==> src/rtl/serial_arith_pkg.sv <==
// serial_arith_pkg: shared FSM state type and signed-overflow helper for serial arithmetic units
package serial_arith_pkg;
  typedef enum logic [1:0] {S_IDLE, S_BUSY, S_DONE} sub_state_t;
  function automatic logic sub_ovf(input logic a_msb, input logic b_msb, input logic r_msb);
    return (a_msb != b_msb) && (r_msb != a_msb);
  endfunction
endpackage

==> src/rtl/digit_subtractor.sv <==
// digit_subtractor: combinational W-bit digit a_dig - b_dig - bin -> d with borrow out bout
module digit_subtractor #(
  parameter int W = 1
) (
  input  logic [W-1:0] a_dig,
  input  logic [W-1:0] b_dig,
  input  logic         bin,
  output logic [W-1:0] d,
  output logic         bout
);
  assign {bout, d} = {1'b0, a_dig} - {1'b0, b_dig} - (W+1)'(bin);
endmodule

==> src/rtl/serial_subtractor.sv <==
// serial_subtractor: valid/ready N-bit a - b - bin computed W bits per cycle with a registered borrow
module serial_subtractor
  import serial_arith_pkg::*;
#(
  parameter int N = 8,
  parameter int W = 1
) (
  input  logic         clk,
  input  logic         reset,
  input  logic         in_valid,
  output logic         in_ready,
  input  logic [N-1:0] a,
  input  logic [N-1:0] b,
  input  logic         bin,
  output logic         out_valid,
  input  logic         out_ready,
  output logic [N-1:0] diff,
  output logic         bout,
  output logic         ovf
);
  localparam int D = N / W;
  localparam int CW = $clog2(D) + 1;
  if (N % W != 0) begin : g_bad_w
    $error("serial_subtractor: N must be a multiple of W");
  end
  sub_state_t state_q, state_d;
  logic [N-1:0] a_q, a_d, b_q, b_d, acc_q, acc_d, diff_q, diff_d;
  logic [CW-1:0] cnt_q, cnt_d;
  logic brw_q, brw_d, bout_q, bout_d, ovf_q, ovf_d;
  logic [W-1:0] dig_d;
  logic dig_bout;
  logic [N+W-1:0] cat;
  logic [N-1:0] acc_sh;
  logic last;
  digit_subtractor #(.W(W)) u_dig (
    .a_dig(a_q[W-1:0]),
    .b_dig(b_q[W-1:0]),
    .bin  (brw_q),
    .d    (dig_d),
    .bout (dig_bout)
  );
  assign cat = {dig_d, acc_q};
  assign acc_sh = cat[N+W-1:W];
  assign last = cnt_q == CW'(D - 1);
  assign in_ready = state_q == S_IDLE;
  assign out_valid = state_q == S_DONE;
  assign diff = diff_q;
  assign bout = bout_q;
  assign ovf = ovf_q;
  always_comb begin
    state_d = state_q;
    a_d = a_q;
    b_d = b_q;
    acc_d = acc_q;
    brw_d = brw_q;
    cnt_d = cnt_q;
    diff_d = diff_q;
    bout_d = bout_q;
    ovf_d = ovf_q;
    case (state_q)
      S_IDLE: if (in_valid) begin
        state_d = S_BUSY;
        a_d = a;
        b_d = b;
        brw_d = bin;
        cnt_d = '0;
      end
      S_BUSY: begin
        a_d = a_q >> W;
        b_d = b_q >> W;
        acc_d = acc_sh;
        brw_d = dig_bout;
        cnt_d = cnt_q + CW'(1);
        if (last) begin
          state_d = S_DONE;
          diff_d = acc_sh;
          bout_d = dig_bout;
          ovf_d = sub_ovf(a_q[W-1], b_q[W-1], dig_d[W-1]);
        end
      end
      S_DONE: state_d = out_ready ? S_IDLE : S_DONE;
      default: state_d = S_IDLE;
    endcase
  end
  always_ff @(posedge clk or posedge reset) begin
    if (reset) begin
      state_q <= S_IDLE;
      a_q <= '0;
      b_q <= '0;
      acc_q <= '0;
      brw_q <= 1'b0;
      cnt_q <= '0;
      diff_q <= '0;
      bout_q <= 1'b0;
      ovf_q <= 1'b0;
    end else begin
      state_q <= state_d;
      a_q <= a_d;
      b_q <= b_d;
      acc_q <= acc_d;
      brw_q <= brw_d;
      cnt_q <= cnt_d;
      diff_q <= diff_d;
      bout_q <= bout_d;
      ovf_q <= ovf_d;
    end
  end
endmodule
==> config.mk <==
export PLATFORM = sky130hd
export DESIGN_NAME = serial_subtractor
export DESIGN_NICKNAME = d
export VERILOG_FILES = /design/src/rtl/serial_arith_pkg.sv /design/src/rtl/digit_subtractor.sv /design/src/rtl/serial_subtractor.sv
export SDC_FILE = /design/constraint.sdc
export NUM_CORES = 1
export LEC_CHECK = 0
export BUFFER_PORTS_ARGS = -buffer_cell sky130_fd_sc_hd__buf_2
export CAP_MARGIN = 5
export CORE_ASPECT_RATIO = 1.75
export CORE_UTILIZATION = 40
export CTS_BUF_LIST = sky130_fd_sc_hd__clkbuf_8 sky130_fd_sc_hd__clkbuf_16
export DETAILED_ROUTE_END_ITERATION = 16
export PLACE_DENSITY_LB_ADDON = 0.1
export SLEW_MARGIN = 40
export SYNTH_ARGS = -nofsm -noshare
export SYNTH_HDL_FRONTEND = slang
export SYNTH_HIERARCHICAL = 1
export SYNTH_SLANG_ARGS = --single-unit
==> constraint.sdc <==
create_clock -name clk -period 2.19 [get_ports clk]
set_clock_uncertainty 0.15 [all_clocks]
set_input_delay 0.1095 -clock clk [delete_from_list [all_inputs] [get_ports clk]]
set_output_delay 0.1095 -clock clk [all_outputs]
set_load 0.1 [all_outputs]
# After elaboration in Yosys (flattened, before gate mapping)
# Cells that the tools add are included.
totals:
  register_bits: 41
classes:
  add_sub_neg: 3
  eq_ne: 7
  n_mux: 12
  reduce_logical: 6
op_table:
  columns: ["op", "count"]
  rows:
  - ["$pmux W8 S2", 2]
  - ["$mux W8", 2]
  - ["$pmux W4 S2", 1]
  - ["$mux W2", 3]
  - ["$pmux W2 S3", 1]
  - ["$reduce_and A2 Y1", 3]
  - ["$add A4 B1 Y4 const B", 1]
  - ["$eq A4 B3 Y1 const B", 1]
  - ["$mux W4", 1]
  - ["$ne A2 B2 Y1 const B", 2]
  - ["$eq A2 B1 Y1 const B", 1]
  - ["$eq A2 B2 Y1 const B", 1]
  - ["$logic_not A2 Y1", 1]
  - ["$ne A1 B1 Y1", 2]
  - ["$pmux W1 S2", 1]
  - ["$reduce_bool A2 Y1", 1]
  - ["$sub A1 B1 Y2", 1]
  - ["$sub A2 B1 Y2", 1]
  - ["$logic_and A1 B1 Y1", 1]
  - ["$mux W1", 1]

# Logic depth before layout (Yosys ltp)
# Gate-level depths: netlist of run 1.
logic_depth:
  depth_word: 4
  depth_mapped: 6
  ltp_nobuf: 6

# Modules after synthesis
# Netlist of run 1, hierarchy kept.
by_module_without_submodules:
  columns: ["module", "instances", "cells_per_inst", "area_each_um2"]
  rows:
  - ["serial_subtractor", 1, 155, 1791.7]
  - ["digit_subtractor", 1, 3, 27.5]

# Worst setup path before layout of run 1
# Ideal clock, no wire load.
synth_timing:
  path_kind: "reg2reg"
  from: "reg state_q[0]"
  to: "reg a_q[7]"
  t_arrival_ns: 2.253
  setup_slack_ns: -0.285
  path_stages_with_launch: 5
  path_buffers: 2
  period_less_slack_ns: 2.475
  path_cell_list: "dfrtp_1 buf_6 buf_2 nor2_1 a32o_1"
synth_between:
  elab_chain_cells: 3
synth_rtl:
  columns: ["element", "line", "source"]
  rows:
  - ["start: declaration", "serial_subtractor.sv:26", "sub_state_t state_q, state_d;"]
  - ["start signal: assignment", "serial_subtractor.sv:97", "state_q <= state_d;"]
  - ["$logic_not A2 Y1 (*)", null, null]
  - ["named net in_ready", "serial_subtractor.sv:11", "output logic in_ready,"]
  - ["$ne A2 B2 Y1 (no line) or $reduce_bool A2 Y1 (tied branches)", null, null]
  - ["$reduce_and A2 Y1 (no line)", null, null]
  - ["end signal: assignment", "serial_subtractor.sv:88", "a_q <= '0;"]
  - ["end signal: assignment", "serial_subtractor.sv:98", "a_q <= a_d;"]
  - ["end: declaration", "serial_subtractor.sv:27", "logic [N-1:0] a_q, a_d, b_q, b_d, acc_q, acc_d, diff_q, diff_d;"]
# The timed path passes the listed nets; every way through them passes the cells marked *.
# A chain may end at the register's enable or synchronous reset.

# Worst setup path after layout of run 1
layout_timing:
  from: "reg cnt_q[0]"
  to: "reg diff_q[5], in the netlist diff[5]"
layout_between:
  elab_chain_cells: 2
layout_rtl:
  columns: ["element", "line", "source"]
  rows:
  - ["start: declaration", "serial_subtractor.sv:28", "logic [CW-1:0] cnt_q, cnt_d;"]
  - ["start signal: assignment", "serial_subtractor.sv:102", "cnt_q <= cnt_d;"]
  - ["$eq A4 B3 Y1", "serial_subtractor.sv:44", "assign last = cnt_q == CW'(D - 1);"]
  - ["$reduce_and A2 Y1 (no line)", null, null]
  - ["end signal: assignment", "serial_subtractor.sv:103", "diff_q <= diff_d;"]
  - ["end: declaration", "serial_subtractor.sv:27", null]
# Every way passes these cells.

==> impl_metrics.tcl, run 1 <==
set metrics [dict create \
    required_ns 2.21 \
    p_int_mw 1.79 \
    power_frac_clock_pct 13.5 \
    wirelength_um 3460 \
    area_growth_pct 18.4 \
    htree_levels 2 \
    finalSetupTns_ns 0 \
    layout.cells.non_filler 248 \
    cp-start-kind "register" \
    worst_pin_slew_ns 0.596 \
    pre_cts_slack_ns 0.274 \
    clk_pin_slew_worst_paths_ns 0.07 \
    status "complete, no violations" \
    clockRootBuffer "clkbuf_8" \
    routedWlPerCell_um 14.0 \
    max_cap_violations 0 \
    clock-sinks 40 \
    async_reset_ff_share_pct 100 \
    worstPathMaxFanout 11 \
    initial_utilization_pct 41.3 \
    end_kind "register" \
    critPathKind "register to register" \
    drtAntennaViolNets 0 \
    slew_headroom_pct 60.2 \
    drt_iter0_drc 10 \
    critPathSlowestCell "nor3b_4" \
    die_y_um 91.2 \
    syn_nets 181 \
    io_buffers 32 \
    antennaDiodeCount 0 \
    core-area_um2 4400 \
    p_switching_mw 1.55 \
    pwr-share-seq_pct 37.6 \
    postSynthAreaPerCell_um2 11.5 \
    vias_per_cell 5.12 \
    vdd_ir_drop_max_mv 0.776 \
    n_fill_cell 430 \
    dieArea_um2 4830 \
    fmax_mhz 524 \
    gr-total-overflow 0 \
    synthesis.instances 158 \
    cts_tree "yes" \
    rsz0062_at_grt "false" \
    cts-resized-gates 0 \
    grt_use_total_pct 16.8 \
    clk_latency_ns 0.29 \
    grt_pass1_vias 1284 \
    setup_viol 0 \
    drc_errors 0 \
    cp.arrival_ns 1.93 \
    yosysUniqueCellTypes 25 \
    netlist_area_um2 1820 \
    via_count 1269 \
    rows 32 \
    p_comb_share_pct 48.9 \
    antenna_found_initial 0 \
    p_per_area_nw_per_um2 1550 \
    die_x_um 53.0 \
    yosysSeqAreaShare_pct 55.0 \
    cp_num_buf_inv 0 \
    period_share_pct 87.1 \
    cts_made_buffers 5 \
    dp_hpwl_um 2390 \
    slew_viol_final 0 \
    place_inst 237 \
    synth-edff-count 0 \
    grt_first_pass_wirelength_um 5830 \
    netSwitchingFraction_pct 46.5 \
    clock_path_buffers 2 \
    hold_class "input port to register" \
    synth_seq_cells 40 \
    nNetsFinal 220 \
    ys.flop_type "dfrtp_1" \
    critPathMaxStageDelay_ns 0.54 \
    worst_slack_ns 0.282 \
    leakagePower_nw 1.09 \
    gp_congestion 0.709 \
    synth_warnings 6 \
    grt_max_degree 41 \
    worstPathCellList "ha_1 > nand2_1 > nor3b_4 > mux2_2" \
    drive_gt1_share_pct 34.5 \
    cp_top_family "simple AND/OR/NAND/NOR gates" \
    period_minus_slack_ns 1.91 \
    hold_viol_final 0 \
    dr.pass1.iters 4 \
    io_pins 33 \
]
-- power groups by stage --
stage                     registers [mW]  clock network [mW]  logic (mW)
after floorplan                     1.84                   0       0.750
after global placement              1.25                   0        1.60
after detailed placement            1.28                   0        1.64
after CTS                           1.26               0.470        1.65
after global routing                1.31               0.500        1.75
final                               1.26               0.450        1.63
-- metal layers --
layer / track usage (%) / up-vias / routed length [um]
li1: - / 626 / -
met4: 7.24 / 0 / 69
met5: 0 / - / 0
met1: 17.8 / 610 / 1470
met2: 29.6 / 26 / 1820
met3: 4.19 / 7 / 104
-- worst reg2reg max path, stage by stage, from the launching register on --
cell	delay, ns
dfrtp_1	0.40
ha_1	0.19
nand2_1	0.11
nor3b_4	0.54
mux2_2	0.41
-- synth_stat cells (all sizes together), types with 2 or more instances --
master | n | share of area [%]
clkbuf | 3 | 0.62
nand2 | 17 | 3.5
and3b | 15 | 7.2
a21oi | 17 | 4.7
a22o | 2 | 0.96
buf | 8 | 2.9
dfrtp | 40 | 55
nor2b | 2 | 1.1
nor2 | 3 | 0.62
mux2 | 19 | 12
inv | 5 | 1.0
a32o | 2 | 1.1
o21ai | 15 | 4.1
-- path summary, 6_finish.rpt --
path	depth (start not counted)	slack (ns)	startpoint	end
setup / recovery	4	0.28	cnt_q[0]$_DFFE_PP0P_	diff[5]$_DFFE_PP0P_
min in group asynchronous	4	0.33	reset	diff[5]$_DFFE_PP0P_
hold reg to reg	2	0.34	a_q[5]$_DFFE_PP0P_	a_q[5]$_DFFE_PP0P_
max in group asynchronous	4	1.20	reset	b_q[2]$_DFFE_PP0P_
setup reg to reg	4	0.28	cnt_q[0]$_DFFE_PP0P_	diff[5]$_DFFE_PP0P_
hold / removal	4	0.08	b[2]	b_q[2]$_DFFE_PP0P_
-- layout make-up --
class                           instances  area [um2]  share of cell area, %
Timing Repair Buffer                   43         253                   11.7
Clock buffer                            5        68.8                   3.19
Inverter                                5        18.8                  0.871
Clock inverter                          2        8.76                  0.407
Multi-Input combinational cell        102         741                   34.4
Sequential cell                        40        1000                   46.5
Tap cell                               51        63.8                   2.96
-- sequential cells by signal, indices dropped and copies added (netlist names) --
signal,count
cnt_q,4
state_q,2
a_q,8
diff,8
b_q,8
bout,1
ovf,1
acc_q,7
brw_q,1
-- logic make-up after synthesis --
kind of cell	share of synthesized area, %
and+or+nand+nor	14.4
adders and majority gates	1.79
DFF	55.0
muxes	11.8
AOI/OAI and AO/OA	12.4
buffers and inverters	4.54
-- what timing repair did --
| action | in CTS | in global routing |
|---|---|---|
| hold buffers | 4 | 0 |
| hold endpoints to repair | 43 | 0 |
| buffers inserted | 0 | 0 |
-- stage by stage --
stage	area [um2]	hold WS (ns)	power, mW	util [%]
after floorplan	1820	0.114	2.59	-
after global routing	2150	0.0871	3.56	48.9
after detailed placement	2040	0.112	2.92	46.3
after CTS	2150	0.0726	3.38	48.9
after global placement	2040	0.103	2.85	46.3
final	2150	0.0837	3.34	48.9
-- layout by cell type (no fill, tap or decap), types with 2 or more instances in the layout --
| cell | instances |
|---|---|
| a21oi_1 | 17 |
| a22o_1 | 2 |
| a32o_1 | 2 |
| and3b_1 | 15 |
| buf_2 | 32 |
| buf_4 | 7 |
| clkbuf_8 | 5 |
| dfrtp_1 | 40 |
| dlygate4sd3_1 | 4 |
| inv_1 | 6 |
| mux2_2 | 19 |
| nand2_1 | 17 |
| nor2_1 | 2 |
| o21ai_0 | 15 |
Note: power is estimated with default switching activity, not from simulation.
==> inputs of run 2 (changes only) <==
- SYNTH_HIERARCHICAL: 1 -> not set
==> run 2 against run 1 <==
Net effect: synthesized area shrank 1.7%; critical endpoint is now bout$_DFFE_PP0P_; worst hold slack lost 0.077 ns; critical path depth is the same; critical path type unchanged; non-clock buffer count grew 3; first-iteration DRC count grew to 3.0 times the previous value; synthesized cell count grew 7.0%; highest routed layer unchanged.
==> impl_metrics.tcl, run 2 <==
set metrics [dict create \
    status "complete, no violations" \
    dp_hpwl_um 2530 \
    grt_max_degree 41 \
    netSwitchingFraction_pct 47.0 \
    wirelength_um 3540 \
    antenna_found_initial 0 \
    p_int_mw 1.73 \
    nNetsFinal 234 \
    worst_pin_slew_ns 0.562 \
    critPathMaxStageDelay_ns 0.50 \
    period_minus_slack_ns 1.93 \
    max_cap_violations 0 \
    leakagePower_nw 1.10 \
    slew_viol_final 0 \
    io_pins 33 \
    worstPathMaxFanout 11 \
    setup_viol 0 \
    vdd_ir_drop_max_mv 0.686 \
    clk_latency_ns 0.29 \
    cts_tree "yes" \
    post-synth-top-count-cell "dfrtp_1" \
    vias_per_cell 5.19 \
    yosys-top-cells-count "40 x dfrtp_1, 37 x nand2_1, 16 x o21ai_0" \
    power_frac_clock_pct 15.0 \
    dr.pass1.iters 3 \
    hold_viol_final 0 \
    synth_top_area_share_pct 56.0 \
    cp-start-kind "register" \
    netlist_area_um2 1790 \
    cp_top_family "simple AND/OR/NAND/NOR gates" \
    initial_utilization_pct 42.3 \
    clock_path_buffers 2 \
    worst_slack_ns 0.261 \
    syn_nets 192 \
    synth_area_leaders "dfrtp_1 56%, nand2_1 7.8%, mux2_2 5.7%, and3b_1 5.4%, o21ai_0 4.5%" \
    p_switching_mw 1.54 \
    p_comb_share_pct 46.9 \
    synth_seq_cells 40 \
    htree_levels 2 \
    via_count 1354 \
    cts_made_buffers 5 \
    layout_common_cells "40 x dfrtp_1, 37 x nand2_1, 32 x buf_2" \
    yosys.area.top_type "dfrtp_1" \
    core-area_um2 4230 \
    async_reset_ff_share_pct 100 \
    drive_gt1_share_pct 26.9 \
    area_growth_pct 21.1 \
    antennaDiodeCount 0 \
    die_y_um 90.4 \
    drt_iter0_drc 30 \
    gr-total-overflow 0 \
    gp_congestion 0.667 \
    post_dp_cell_area_um2 2000 \
    period_share_pct 88.1 \
    worstPathCellList "ha_1 > nand2_1 > nor3_4 > mux2_2" \
    place_inst 246 \
    synth-edff-count 0 \
    dieArea_um2 4750 \
    grt_first_pass_wirelength_um 6130 \
    clockRootBuffer "clkbuf_8" \
    reg2reg_slack_ns 0.26 \
    critPathKind "register to register" \
    required_ns 2.21 \
    drc_errors 0 \
    routedWlPerCell_um 13.5 \
    ys.flop_type "dfrtp_1" \
    synthesis.instances 169 \
    p_per_area_nw_per_um2 1510 \
    end_kind "register" \
    yosysSeqAreaShare_pct 56.0 \
    io_buffers 32 \
    die_x_um 52.5 \
    pwr-share-seq_pct 38.2 \
    synth_warnings 0 \
    drtAntennaViolNets 0 \
    clk_pin_slew_worst_paths_ns 0.07 \
    layout.cells.non_filler 261 \
    finalSetupTns_ns 0 \
    grt_use_total_pct 17.4 \
    postSynthAreaPerCell_um2 10.6 \
    rsz0062_at_grt "false" \
    hold_class "input port to register" \
    yosysUniqueCellTypes 26 \
    fmax_mhz 518 \
    pre_cts_slack_ns 0.262 \
    layout_commonest_cell "dfrtp_1" \
    clock-sinks 40 \
    cp_num_buf_inv 0 \
    final_cell_area_um2 2160 \
    rows 31 \
    critPathSlowestCell "nor3_4" \
    slew_headroom_pct 62.4 \
    grt_pass1_vias 1360 \
    cp.arrival_ns 1.95 \
]
==> run 2: cell types whose count changed after synthesis, moves of 4 or more <==
cell	previous run	this run
and3b_1	15	11
a22oi_1	0	4
nand2_1	17	37
a21oi_1	17	12
mux2_2	19	9
==> run 2: worst paths after layout <==
kind | from | to | cells after the start
max | cnt_q[0]$_DFFE_PP0P_ | bout$_DFFE_PP0P_ | 4
min | bin | brw_q$_DFFE_PP0P_ | 3
max reg2reg | cnt_q[0]$_DFFE_PP0P_ | bout$_DFFE_PP0P_ | 4
min reg2reg | b_q[5]$_DFFE_PP0P_ | b_q[5]$_DFFE_PP0P_ | 2
max in group asynchronous | reset | a_q[0]$_DFFE_PP0P_ | 4
min in group asynchronous | reset | ovf$_DFFE_PP0P_ | 4
==> run 2: logic make-up (layout without fill, tap and decap cells) <==
| logic type | count (synthesis) | count (layout) | synth area share, % |
|---|---|---|---|
| DFF | 40 | 40 | 56.0 |
| AOI/OAI and AO/OA | 42 | 42 | 14.0 |
| buffers and inverters | 16 | 59 | 4.55 |
| adders and majority gates | 2 | 2 | 1.82 |
| muxes | 11 | 11 | 6.79 |
| and+or+nand+nor | 58 | 58 | 16.9 |
==> run 2: metal layers <==
layer  part of all wire (%)  vias up  global-route usage (%)
li1                       -      661                       -
met1                     41      660                    20.0
met2                     54       26                    29.4
met3                    2.9        7                    4.04
met4                    2.6        0                    7.46
met5                      0        -                       0
==> run 2: stage by stage <==
stage	power, mW	hold WS (ns)	utilization (%)
floorplan	2.49	0.114	-
global placement	2.75	0.101	47.4
detailed placement	2.81	0.112	47.4
CTS	3.31	0.0138	51.2
global route	3.50	0.0303	51.2
finish	3.27	0.00674	51.2
==> run 2: repair_timing <==
| action | 4_1_cts | 5_1_grt |
|---|---|---|
| hold buffers | 7 | 0 |
| endpoints found under the setup margin | 0 | 0 |
| buffers inserted | 0 | 0 |
| gates resized for setup | 0 | 0 |
| hold endpoints to repair | 46 | 0 |
==> run 2: cell type report <==
class                   instances  area (um2)
repair buffers                 46         283
clock buffers                   6        82.6
inverters                       5        18.8
multi-input cells             113         711
well taps                      49        61.3
clock inverters                 2        7.51
flip-flops and latches         40        1000
fillers                       412        2060
==> run 2: worst register-to-register path, stage by stage (launching register included) <==
cell and delay (ns):
dfrtp_1 0.42, ha_1 0.22, nand2_1 0.11, nor3_4 0.50
mux2_2 0.41
==> run 2: power by group through the flow <==
stage / combinational (mW) / clock [mW] / sequential [mW]
floorplan: 0.691 / 0 / 1.80
CTS: 1.55 / 0.504 / 1.25
global placement: 1.50 / 0 / 1.25
finish: 1.53 / 0.489 / 1.25
detailed placement: 1.54 / 0 / 1.27
global route: 1.67 / 0.529 / 1.29
